$ cat src/rtl/aes_port_pkg.sv
// -----------------------------------------------------------------------------
// aes_port_pkg
//   Shared definitions for the AES port sequencer: block width, FSM state
//   encoding and a small helper to classify idle states.
// -----------------------------------------------------------------------------
package aes_port_pkg;

  localparam int AES_BLK_W = 128;

  typedef enum logic [2:0] {
    ST_IDLE_KEY  = 3'd0,
    ST_IDLE_DATA = 3'd1,
    ST_START     = 3'd2,
    ST_RUN       = 3'd3,
    ST_SEND      = 3'd4,
    ST_GUARD     = 3'd5,
    ST_DRAIN     = 3'd6
  } ctrl_state_e;

  function automatic logic is_idle(input ctrl_state_e s);
    return (s == ST_IDLE_KEY) || (s == ST_IDLE_DATA);
  endfunction

endpackage

$ cat src/rtl/aes_ctrl_wdog.sv
// -----------------------------------------------------------------------------
// aes_ctrl_wdog
//   Watchdog counter for the RUN phase of the AES sequencer.
//   Ports:
//     clk, rst_n : clock / async active-low reset
//     clr        : synchronous clear to zero (has priority over en)
//     en         : count one cycle
//     expire     : counter has reached TIMEOUT_CYCLES-1
// -----------------------------------------------------------------------------
module aes_ctrl_wdog #(
  parameter int TIMEOUT_CYCLES = 64
) (
  input  logic clk,
  input  logic rst_n,
  input  logic clr,
  input  logic en,
  output logic expire
);

  localparam int W = $clog2(TIMEOUT_CYCLES);
  localparam logic [W-1:0] LAST = W'(TIMEOUT_CYCLES - 1);

  logic [W-1:0] cnt;

  // Saturates at LAST so a stalled enable can never wrap back to a
  // non-expired value.
  always_ff @(posedge clk or negedge rst_n) begin
    if (!rst_n) begin
      cnt <= '0;
    end else if (clr) begin
      cnt <= '0;
    end else if (en && (cnt != LAST)) begin
      cnt <= cnt + W'(1);
    end
  end

  assign expire = (cnt == LAST);

endmodule

$ cat src/rtl/aes_port_ctrl.sv
// -----------------------------------------------------------------------------
// aes_port_ctrl
//   Sequencer between the byte-serial port and the AES-128 core. First word
//   from the receiver is the key, the next is a plaintext block. Loads the key,
//   starts the core, watches for done with a watchdog and hands the result to
//   the transmitter.
//   Ports:
//     clk, rst_n               : clock / async active-low reset
//     rx_data, rx_en           : word from receiver + completion strobe
//     core_key, core_key_load  : key register and its load pulse
//     core_din, core_start     : plaintext register and start pulse
//     core_dout, core_done     : ciphertext from core and its strobe
//     tx_data, tx_start        : result register and transmit pulse
//     tx_busy                  : transmitter busy
//     clr_err                  : clear sticky error flags
//     err_overflow,err_timeout : sticky error flags
//     blk_cnt                  : completed block count (wraps)
//     busy                     : FSM outside the idle states
//
//   state        | meaning
//   -------------+---------------------------------------------------------
//   ST_IDLE_KEY  | waiting for key word
//   ST_IDLE_DATA | key loaded, waiting for plaintext word
//   ST_START     | core_start high, watchdog cleared
//   ST_RUN       | core encrypting, watchdog counting
//   ST_SEND      | result captured, waiting to fire tx_start
//   ST_GUARD     | one cycle covering transmitter busy latency
//   ST_DRAIN     | waiting for transmitter to finish
// -----------------------------------------------------------------------------
module aes_port_ctrl
  import aes_port_pkg::*;
#(
  parameter int TIMEOUT_CYCLES = 64,
  parameter int KEY_REUSE      = 1,
  parameter int CNT_W          = 16
) (
  input  logic                 clk,
  input  logic                 rst_n,
  input  logic [AES_BLK_W-1:0] rx_data,
  input  logic                 rx_en,
  output logic [AES_BLK_W-1:0] core_key,
  output logic                 core_key_load,
  output logic [AES_BLK_W-1:0] core_din,
  output logic                 core_start,
  input  logic [AES_BLK_W-1:0] core_dout,
  input  logic                 core_done,
  output logic [AES_BLK_W-1:0] tx_data,
  output logic                 tx_start,
  input  logic                 tx_busy,
  input  logic                 clr_err,
  output logic                 err_overflow,
  output logic                 err_timeout,
  output logic [CNT_W-1:0]     blk_cnt,
  output logic                 busy
);

  ctrl_state_e state_q, state_d;

  logic ld_key;
  logic ld_din;
  logic ld_tx;
  logic fire;
  logic ovf_set;
  logic tmo_set;
  logic wdog_clr;
  logic wdog_en;
  logic wdog_exp;

  aes_ctrl_wdog #(
    .TIMEOUT_CYCLES (TIMEOUT_CYCLES)
  ) u_wdog (
    .clk    (clk),
    .rst_n  (rst_n),
    .clr    (wdog_clr),
    .en     (wdog_en),
    .expire (wdog_exp)
  );

  always_ff @(posedge clk or negedge rst_n) begin
    if (!rst_n) begin
      state_q <= ST_IDLE_KEY;
    end else begin
      state_q <= state_d;
    end
  end

  // tx_start is a flop, so the transmit decision is taken one cycle ahead:
  // in RUN when core_done arrives with an idle transmitter, or in SEND once
  // tx_busy drops. SEND leaves as soon as the pulse is on the output.
  always_comb begin
    state_d  = state_q;
    ld_key   = 1'b0;
    ld_din   = 1'b0;
    ld_tx    = 1'b0;
    fire     = 1'b0;
    tmo_set  = 1'b0;
    wdog_clr = 1'b0;
    wdog_en  = 1'b0;
    ovf_set  = rx_en && !is_idle(state_q);

    unique case (state_q)
      ST_IDLE_KEY: begin
        if (rx_en) begin
          ld_key  = 1'b1;
          state_d = ST_IDLE_DATA;
        end
      end
      ST_IDLE_DATA: begin
        if (rx_en) begin
          ld_din  = 1'b1;
          state_d = ST_START;
        end
      end
      ST_START: begin
        wdog_clr = 1'b1;
        state_d  = ST_RUN;
      end
      ST_RUN: begin
        wdog_en = 1'b1;
        // core_done in the expiry cycle takes priority over the timeout
        if (core_done) begin
          ld_tx   = 1'b1;
          fire    = !tx_busy;
          state_d = ST_SEND;
        end else if (wdog_exp) begin
          tmo_set = 1'b1;
          state_d = ST_IDLE_KEY;
        end
      end
      ST_SEND: begin
        if (tx_start) begin
          state_d = ST_GUARD;
        end else if (!tx_busy) begin
          fire = 1'b1;
        end
      end
      ST_GUARD: begin
        state_d = ST_DRAIN;
      end
      ST_DRAIN: begin
        if (!tx_busy) begin
          state_d = (KEY_REUSE != 0) ? ST_IDLE_DATA : ST_IDLE_KEY;
        end
      end
      default: begin
        state_d = ST_IDLE_KEY;
      end
    endcase
  end

  always_ff @(posedge clk or negedge rst_n) begin
    if (!rst_n) begin
      core_key      <= '0;
      core_key_load <= 1'b0;
      core_din      <= '0;
      core_start    <= 1'b0;
      tx_data       <= '0;
      tx_start      <= 1'b0;
      err_overflow  <= 1'b0;
      err_timeout   <= 1'b0;
      blk_cnt       <= '0;
      busy          <= 1'b0;
    end else begin
      core_key_load <= ld_key;
      core_start    <= ld_din;
      tx_start      <= fire;
      busy          <= !is_idle(state_d);

      if (ld_key) begin
        core_key <= rx_data;
      end
      if (ld_din) begin
        core_din <= rx_data;
      end
      if (ld_tx) begin
        tx_data <= core_dout;
      end
      if (fire) begin
        blk_cnt <= blk_cnt + CNT_W'(1);
      end

      // set beats clear when both happen in the same cycle
      if (ovf_set) begin
        err_overflow <= 1'b1;
      end else if (clr_err) begin
        err_overflow <= 1'b0;
      end

      if (tmo_set) begin
        err_timeout <= 1'b1;
      end else if (clr_err) begin
        err_timeout <= 1'b0;
      end
    end
  end

endmodule

$ cat config.mk
export PLATFORM = sky130hd
export DESIGN_NAME = aes_port_ctrl
export DESIGN_NICKNAME = d
export VERILOG_FILES = /design/src/rtl/aes_port_pkg.sv /design/src/rtl/aes_ctrl_wdog.sv /design/src/rtl/aes_port_ctrl.sv
export SDC_FILE = /design/constraint.sdc
export NUM_CORES = 1
export LEC_CHECK = 0
export BUFFER_PORTS_ARGS = -buffer_cell sky130_fd_sc_hd__buf_2
export CORE_AREA = 8 8 252 254
export CTS_CLUSTER_SIZE = 25
export DETAILED_ROUTE_END_ITERATION = 7
export DIE_AREA = 0 0 260 262
export PLACE_DENSITY = 0.48
export SYNTH_ARGS = -nofsm -noshare
export SYNTH_HDL_FRONTEND = slang
export SYNTH_SLANG_ARGS = --single-unit
$ cat constraint.sdc
create_clock -name clk -period 2.92 [get_ports clk]
set_clock_uncertainty 0.2 [all_clocks]
set_input_delay 0.146 -clock clk [delete_from_list [all_inputs] [get_ports clk]]
set_output_delay 0.146 -clock clk [all_outputs]
set_load 0.02 [all_outputs]
==> parameters.txt <==
Parameter                              Value

Placed design
  Buffers added on ports ... between 600 and 700
  Detailed-placement wirelength estimate ... 37800 um
  Routability cong. ... 0.784

Clock network
  Number of buffers added for setup after CTS ... 0
  Clk_lat worst skew ... approximately 560 ps
  H-tree levels ... 2
  TritonCTS clock tree ... built
  Quantity of gates resized following cts ... 0
  CTS Buf Count ... 48
  Max clock buf depth ... 3
  CTS Sinks ... 415
  Post-CTS clock slew at the launch and capture registers of the worst setup and hold paths ... about 60 ps
  Master cell of the clock root buffer ... clkbuf_16

Hold path
  Class of the worst hold path ... in2reg
  Worst hold path startpoint ... core_dout[127]

Power and ir drop
  Power density relative to cell area ... roughly 1200 mW/mm^2
  Max rail drop VDD ... 564 uV
  Leakage power ... ~11 nW

Synthesis
  Combined area of all synthesized cells ... 0.0156 mm^2
  Syn Nets ... 1212
  Count of flip-flops with a built-in enable after synthesis ... 0
  Number of warnings printed during yosys synthesis ... 0
  Sequential share of the synthesized area ... between 60 and 70%
  Avg Cell Area, Syn ... between 15 and 20 um^2
  Main flop type after synthesis ... dfrtp_1
  Post-synthesis sequential element count ... ~420
  Share of synthesized registers carrying an async set or reset ... 100%
  Number of cells produced by synthesis ... 948
  Number of distinct library cells after synthesis ... 38

Cells and area
  Filler Cell Count ... 5665
  Final Core Density ... just over 40%
  Net total in the final layout ... approximately 2200
  Layout overhead on the synthesized area ... 54.8%
  Antenna Diode Count ... 0
  Proportion of layout cells with a drive suffix above 1 ... ~60%
  Leading cell type in the layout, fill and taps excluded ... buf_2
  Most frequent cells in the layout ... buf_2, dfrtp_1, mux2_2

Critical path
  Highest fanout seen on the critical path ... 86
  Critical path cell sequence ... nand4b_4, buf_4, mux2_2
  Element type at the critical path start ... register
  CP max stage cell ... buf_4
  Buffer and inverter count on the worst path ... 1
  Kind of end point of the critical path ... register
  Worst path top cell family by delay ... buffers and inverters
  WP data required ... 3150 ps
  Crit Reg-Reg Startpoint ... state_q[0]$_DFF_PN0_
  Kind of critical path ... reg2reg
  Signal arrival time at the worst endpoint ... 2810 ps
  Beginning of the critical path ... state_q[0]$_DFF_PN0_
  Highest cell delay on the worst timing path ... 820 ps

Floorplanning
  Std cell rows ... 90
  Effective utilization at floorplan ... roughly a quarter
  Die X ... 260 um
  Overall die height ... around 260 um
  Die Footprint ... 0.0681 mm^2
  Std-Cell Core Area ... between 0.05 and 0.06 mm^2
  Count of boundary I/O pins ... about 670

Drt
  Drt first pass iters ... 4
  Vias per inst ... about 4.3
  Detailed-route DRC error count ... 0
  Wire length per cell ... 19.1 um
  Final antenna-violating net count ... 0
  Iteration-0 DRC count of the detailed router ... about 450
  Vias ... 11600
  Routed WL ... slightly above 50000 um

STA
  Fin Hold WS ... around 150 ps
  Number of hold-slack violations in the final timing report ... 0
  Number of failing setup endpoints in the final timing report ... 0
  Crit path time final ... 2580 ps
  Relative slew margins ... between 20 and 25%
  Max Fclk ... just under 400 MHz
  Setup repair after global routing missed its margin ... no
  Fin. max-slew vios ... 0
  Actual slew at the worst max-slew pin ... around 1200 ps
  Total Negative Setup Slacks ... 0 ps
  Final clock period utilization by the worst path ... about nine tenths

GRT
  Aggregate global routing overflow ... 0
  Wire length of the first global-routing pass ... approximately 80000 um
  Antenna violations before repair ... 2
  Vias in the first global route ... 12800
  Largest net degree at the start of global routing ... 87
  GRT Overall Usage ... ~14%

Status
  Result of the run ... complete, no violations

Job
  Number of maximum-capacitance violations ... 0
-- logic make-up after synthesis --
| family | synth area share [%] |
|---|---|
| DFF | 66.4 |
| muxes | 27.7 |
| buffers and inverters | 1.57 |
| and+or+nand+nor | 1.93 |
| AOI/OAI and AO/OA | 1.40 |
| xor gates and xnor gates | 0.840 |
| adders and majority gates | 0.160 |
-- sequential cells by signal, summed over array words and instances, names as in the netlist --
signal	flops
tx_data	128
err_overflow	1
u_wdog.cnt	6
tx_start	1
core_start	1
core_din	128
core_key	128
core_key_load	1
err_timeout	1
blk_cnt	16
busy	1
state_q	3
-- layer usage --
layer	up-vias	global-route usage (%)	part of all wire, %
met5	-	0	0
met4	0	5.06	3.0
met3	92	3.85	6.8
met2	389	25.8	53
met1	5840	16.7	38
li1	5248	-	-
-- power by group --
group | internal [mW] | switching, mW | leakage [nW]
combinational | 5.04 | 7.03 | 5.71
clock | 3.67 | 2.33 | 0.752
sequential | 8.59 | 1.45 | 4.97
total | 17.3 | 10.8 | 11.4
-- layout make-up --
type	instances	area, um^2	area share, %
Clock buffer	73	1380	5.68
Clock inverter	9	180	0.744
Inverter	5	18.8	0.0775
Multi-Input combinational cell	481	5030	20.8
Sequential cell	415	10400	42.9
Tap cell	782	978	4.04
Timing Repair Buffer	949	6240	25.8
-- synth_stat cells (2+ instances only) --
| cell | number | area [um^2] |
|---|---|---|
| nand4_1 | 6 | 37.5 |
| and3_1 | 4 | 25.0 |
| mux2_2 | 385 | 4340 |
| inv_1 | 5 | 18.8 |
| o21ai_0 | 9 | 45.0 |
| dfrtp_1 | 415 | 10400 |
| nand4b_1 | 2 | 17.5 |
| clkbuf_1 | 12 | 45.0 |
| nand2_1 | 10 | 37.5 |
| o211ai_1 | 2 | 15.0 |
| buf_2 | 34 | 170 |
| xor2_1 | 3 | 26.3 |
| ha_1 | 2 | 25.0 |
| a21oi_1 | 11 | 55.1 |
| nand2b_1 | 2 | 12.5 |
| nand3_1 | 10 | 50.1 |
| nor2_1 | 4 | 15.0 |
| xnor2_1 | 12 | 105 |
-- path summary, 6_finish.rpt --
kind	cells past startpoint	endpoint	slack, ps
worst max-delay path	3	tx_data[80]$_DFFE_PN0P_	340
worst min-delay path	3	tx_data[127]$_DFFE_PN0P_	150
worst max register to register	3	tx_data[80]$_DFFE_PN0P_	340
worst min register to register	1	blk_cnt[15]$_DFFE_PN0P_	260
max in group asynchronous	4	core_key[58]$_DFFE_PN0P_	1360
min in group asynchronous	3	core_key[39]$_DFFE_PN0P_	450
-- what timing repair did --
action                                  4_1_cts  5_1_grt
hold buffers                                265        0
endpoints found under the hold margin       822        0
endpoints found under the setup margin        0        3
-- worst register-to-register path: cells and delay by family, from the launching register on --
kind | cells | cell delay, ps
buffers and inverters | 1 | 820
muxes | 1 | 590
DFF | 1 | 570
and+or+nand+nor | 1 | 280
-- metrics by stage --
| step | area, um^2 | setup slack, ps | std cells | power [mW] |
|---|---|---|---|---|
| 3_3_place_gp | 20000 | 445 | 2368 | 21.9 |
| 6_report | 24200 | 341 | 2714 | 28.1 |
| 5_1_grt | 24200 | 231 | 2714 | 29.7 |
| 3_5_place_dp | 20000 | 398 | 2368 | 22.1 |
| 4_1_cts | 24200 | 101 | 2715 | 28.6 |
| 2_1_floorplan | 15600 | 904 | 948 | 17.3 |
(Power assumes the default switching activity.)
